File: config.mk
export PLATFORM = sky130hd
export DESIGN_NAME = ascon_inv_sbox_layer
export DESIGN_NICKNAME = d
export VERILOG_FILES = /design/src/rtl/ascon_inv_sbox_layer.sv
export SDC_FILE = /design/constraint.sdc
export NUM_CORES = 1
export LEC_CHECK = 0
export ABC_CLOCK_PERIOD_IN_PS = 9950
export CORE_AREA = 5 5 249 251
export CTS_BUF_LIST = sky130_fd_sc_hd__clkbuf_16
export CTS_CLUSTER_DIAMETER = 30
export DETAILED_ROUTE_END_ITERATION = 16
export DIE_AREA = 0 0 254 256
export PLACE_DENSITY = 0.67
export SYNTH_ARGS = -nofsm -noshare
export SYNTH_HDL_FRONTEND = slang
export SYNTH_SLANG_ARGS = --single-unit
File: constraint.sdc
create_clock -name clk -period 9.95 [get_ports clk]
set_input_delay 0.995 -clock clk [delete_from_list [all_inputs] [get_ports clk]]
set_output_delay 0.995 -clock clk [all_outputs]
set_load 0.005 [all_outputs]
File: src/rtl/ascon_inv_sbox_layer.sv
// ============================================================================
// Module      : ascon_inv_sbox_layer
// Description : Iterative inverse Ascon S-box layer over a 320-bit state,
//               LANES columns per cycle, valid/ready on input and output.
// Revision    : 1.0 - initial release
// ============================================================================
`default_nettype none

module ascon_inv_sbox_layer #(
    parameter int LANES = 8
) (
    input  logic         clk,
    input  logic         rst_n,
    input  logic         in_valid,
    output logic         in_ready,
    input  logic [319:0] in_state,
    output logic         out_valid,
    input  logic         out_ready,
    output logic [319:0] out_state,
    output logic         busy
);

    localparam int         NCYC       = 64 / LANES;
    localparam logic [6:0] C_STEP     = 7'(LANES);
    localparam logic [5:0] C_LAST_COL = 6'((NCYC - 1) * LANES);

    typedef enum logic [1:0] {
        IDLE = 2'd0,
        RUN  = 2'd1,
        DONE = 2'd2
    } state_t;

    state_t         r_state;
    state_t         w_state_nxt;
    logic [319:0]   r_data;
    logic [5:0]     r_col;
    logic           w_last;
    logic [63:0]    w_x   [5];
    logic [63:0]    w_nx  [5];
    logic [4:0]     w_sub [LANES];
    logic [5:0]     w_idx [LANES];
    logic [319:0]   w_next;

    function automatic logic [4:0] inv_sbox(input logic [4:0] v);
        logic [4:0] r;
        case (v)
            5'd0:  r = 5'd20;  5'd1:  r = 5'd26;  5'd2:  r = 5'd7;   5'd3:  r = 5'd13;
            5'd4:  r = 5'd0;   5'd5:  r = 5'd9;   5'd6:  r = 5'd14;  5'd7:  r = 5'd18;
            5'd8:  r = 5'd10;  5'd9:  r = 5'd6;   5'd10: r = 5'd29;  5'd11: r = 5'd1;
            5'd12: r = 5'd25;  5'd13: r = 5'd21;  5'd14: r = 5'd19;  5'd15: r = 5'd30;
            5'd16: r = 5'd24;  5'd17: r = 5'd22;  5'd18: r = 5'd11;  5'd19: r = 5'd17;
            5'd20: r = 5'd3;   5'd21: r = 5'd5;   5'd22: r = 5'd28;  5'd23: r = 5'd31;
            5'd24: r = 5'd23;  5'd25: r = 5'd27;  5'd26: r = 5'd4;   5'd27: r = 5'd8;
            5'd28: r = 5'd15;  5'd29: r = 5'd12;  5'd30: r = 5'd16;  default: r = 5'd2;
        endcase
        return r;
    endfunction

    assign w_x[0] = r_data[319:256];
    assign w_x[1] = r_data[255:192];
    assign w_x[2] = r_data[191:128];
    assign w_x[3] = r_data[127:64];
    assign w_x[4] = r_data[63:0];

    // Each lane reads one column of the current window; x0 supplies the MSB.
    generate
        for (genvar k = 0; k < LANES; k++) begin : g_lane
            logic [5:0] idx;
            logic [4:0] col_in;
            assign idx      = r_col + 6'(k);
            assign col_in   = {w_x[0][idx], w_x[1][idx], w_x[2][idx], w_x[3][idx], w_x[4][idx]};
            assign w_sub[k] = inv_sbox(col_in);
            assign w_idx[k] = idx;
        end
    endgenerate

    always_comb begin
        for (int i = 0; i < 5; i++) begin
            w_nx[i] = w_x[i];
        end
        for (int k = 0; k < LANES; k++) begin
            for (int i = 0; i < 5; i++) begin
                w_nx[i][w_idx[k]] = w_sub[k][4-i];
            end
        end
        w_next = {w_nx[0], w_nx[1], w_nx[2], w_nx[3], w_nx[4]};
    end

    // Terminal window is the one where col + LANES reaches 64.
    assign w_last = (r_col == C_LAST_COL);

    always_ff @(posedge clk) begin
        if (!rst_n) begin
            r_state <= IDLE;
        end else begin
            r_state <= w_state_nxt;
        end
    end

    always_comb begin
        w_state_nxt = r_state;
        case (r_state)
            IDLE:    if (in_valid)  w_state_nxt = RUN;
            RUN:     if (w_last)    w_state_nxt = DONE;
            DONE:    if (out_ready) w_state_nxt = IDLE;
            default:                w_state_nxt = IDLE;
        endcase
    end

    always_ff @(posedge clk) begin
        if (!rst_n) begin
            r_data <= '0;
            r_col  <= '0;
        end else begin
            case (r_state)
                IDLE: begin
                    if (in_valid) begin
                        r_data <= in_state;
                        r_col  <= '0;
                    end
                end
                RUN: begin
                    r_data <= w_next;
                    r_col  <= w_last ? 6'd0 : r_col + C_STEP[5:0];
                end
                default: begin
                end
            endcase
        end
    end

    assign in_ready  = (r_state == IDLE);
    assign out_valid = (r_state == DONE);
    assign busy      = (r_state != IDLE);
    assign out_state = out_valid ? r_data : '0;

endmodule

`default_nettype wire

==> results_dict.tcl <==
set metrics [dict create \
    syn_area_um2 23200 \
    crit_path_start_kind "flop" \
    ys_seq_area_frac 0.280 \
    worstPathArrival_ns 3.95 \
    cp.required_ns 8.96 \
    cellPowerDensity_nw_per_um2 190 \
    pwr-share-clk 0.459 \
    fin_crit_sh 0.497 \
    worst_pin_slew_ns 1.20 \
    vias 26200 \
    yosys.cell_types.count 110 \
    grt_pass1_vias 25000 \
    power.share.sequential 0.255 \
    drt_pass1_iterations 6 \
    num_io_pins 647 \
    synthAdderAreaFrac 0.0361 \
    gr-total-overflow 0 \
    critical_path.cell_chain "nor2b_4, buf_4, buf_4, and2_1, clkdlybuf4s50_1" \
    setup_viol 0 \
    nets 3790 \
    drt_iter0_drc 2851 \
    yosys.area.top_type "dfxtp_1" \
    cts.clk_slew.worst_paths_ns 0.05 \
    rsz0062_at_grt "no" \
    insertion_delay_ns 0.63 \
    finalHoldViolations 0 \
    area_growth_syn_to_layout_pct 41.3 \
    finalCriticalPeriod_ns 4.94 \
    slowest_delay_ns 0.86 \
    p_sw_mw 2.20 \
    htree_levels 3 \
    synthMuxAreaShare 0.102 \
    drc 0 \
    postCtsSetupBuffers 0 \
    dieArea_um2 65000 \
    numPortBuffers 646 \
    synth_simple_gate_area_frac 0.226 \
    ys_ff_latch 325 \
    final_cell_mix "clkdlybuf4s50_1, and2_1, dfxtp_1, a21oi_1, nand2_1" \
    cp_max_fo 132 \
    synth_area_leaders "dfxtp_1, and2_1, a21oi_1, nand2_1, mux4_2" \
    fin_ws_ns 5.01 \
    slew_headroom 0.200 \
    vias_per_cell 6.14 \
    drive_above_1_share 0.122 \
    regArea_um2 6520 \
    synth_edf_count 0 \
    multi_input_area_um2 15400 \
    synthFlopType "dfxtp_1" \
    fin_skew_ns 0.0371 \
    cp_top_family "buffers and inverters" \
    synth_top_family_by_area "compound AO/OA/AOI/OAI gates" \
    synth-compound-area-share 0.286 \
    async_flop_share 0 \
    swShare 0.353 \
    num_rows 90 \
    nFillCells 5549 \
    syn_area_per_cell_um2 8.03 \
    hpwl_mm 81.2 \
    grt_max_degree 133 \
    cpMaxStageDelayCell "buf_4" \
    ant_nets 0 \
    clkSinkCount 325 \
    grt_pass1_wl_mm 171 \
    cp_num_buf_inv 3 \
    cts_buffers 91 \
    grtUsageTotal 0.343 \
    path_class "flop to output pin" \
    gp_congestion 0.901 \
    core_region_area_um2 59700 \
    p_comb_frac 0.286 \
    synth_xor_area_frac 0.00899 \
    status "completed" \
    slew_violations 0 \
    synth_nets 3288 \
    p_leak_nw 12.4 \
    clockBufferDepth 3 \
    cts_resized 0 \
    final_common_cell "clkdlybuf4s50_1" \
    maxCapViolations 0 \
    post-place-ws_ns 5.17 \
    internal-power_mw 4.03 \
    synth_top_area_share 0.280 \
    antenna_found_initial 13 \
    tns_ns 0 \
    cts_tree "done" \
    cpMostUsedCell "buf_4" \
    wl_per_cell_um 27.8 \
    drt_wl_total_mm 119 \
    initial_core_util 0.390 \
    hp-class "flop to flop" \
    root_buffer "clkbuf_16" \
    synth_cells 2897 \
    end_kind "output pin" \
    die_height_um 256 \
    ys_warn_count 0 \
    ir_worst_vdd_mv 0.137 \
    die_x_um 254 \
    hold_buffers 0 \
    fmax_mhz 202 \
]
==> synth_stat cells (20+ instances only) <==
cell type / count
mux2i_1: 76
or3_1: 20
o211ai_1: 30
o32ai_1: 20
xnor2_1: 20
o21ai_0: 156
a2111oi_2: 62
ha_1: 67
mux2_2: 23
nand2_1: 274
nor2_1: 255
buf_2: 27
nand3_1: 34
mux4_2: 45
nor3_1: 49
a211oi_1: 52
a31oi_1: 106
and2_1: 332
inv_1: 29
clkbuf_1: 216
dfxtp_1: 325
a21oi_1: 322
and3_1: 22
==> routing by layer <==
layer / global-route usage / vias up / wire (µm)
li1: - / 11600 / -
met1: 0.450 / 12700 / 47800
met2: 0.541 / 1589 / 54200
met3: 0.0711 / 305 / 10800
met4: 0.161 / 2 / 5690
met5: 0 / - / 7
==> flip-flops by register name, indices dropped and copies added (netlist names) <==
signal	cells
r_data	320
r_col	3
r_state	2
==> worst paths after layout <==
path | startpoint | endpoint | slack, ns | cells after the start
worst max register to register | r_col[3] | r_data[300] | 5.08 | 10
worst max-delay path | r_state[1] | out_state[17] | 5.01 | 5
worst min register to register | r_data[275] | r_data[275] | 0.51 | 2
worst min-delay path | r_data[275] | r_data[275] | 0.51 | 2
==> per-stage QoR <==
step                      cell area, µm²  total power [mW]   util  hold WS [ns]  cells
after floorplan                    23200              2.70      -         0.454   2897
after global placement             29900              3.34  0.500         0.485   4088
after detailed placement           29900              3.35  0.500         0.496   4088
after CTS                          32800              6.21  0.550         0.505   4252
after global routing               32900              6.45  0.551         0.517   4263
final                              32900              6.24  0.551         0.510   4263
==> power groups by stage <==
stage / Combinational (mW) / Sequential (mW) / Clock (mW)
after floorplan: 1.17 / 1.53 / 0
after global placement: 1.73 / 1.60 / 0
after detailed placement: 1.75 / 1.60 / 0
after CTS: 1.76 / 1.58 / 2.87
after global routing: 1.91 / 1.60 / 2.95
final: 1.79 / 1.59 / 2.86
==> cell type report <==
class	instances	area share
multi-input cells	2253	0.470
repair buffers	685	0.206
flip-flops and latches	325	0.198
clock buffers	93	0.0708
well taps	782	0.0298
clock inverters	71	0.0198
inverters	43	0.00506
diodes	11	0.000838
==> cells by family after synthesis <==
family,count (synthesis)
multiplexers,165
XOR/XNOR,23
buffers and inverters,319
AND/OR/NAND/NOR,1054
AO/OA/AOI/OAI,944
adder cells (fa/ha/maj),67
flip-flops,325
==> tightest hold or removal path, stage by stage, from the launching register on <==
cell and delay, ns:
dfxtp_1 0.32, nand3_1 0.07, a31oi_1 0.06
(Power assumes the default switching activity.)
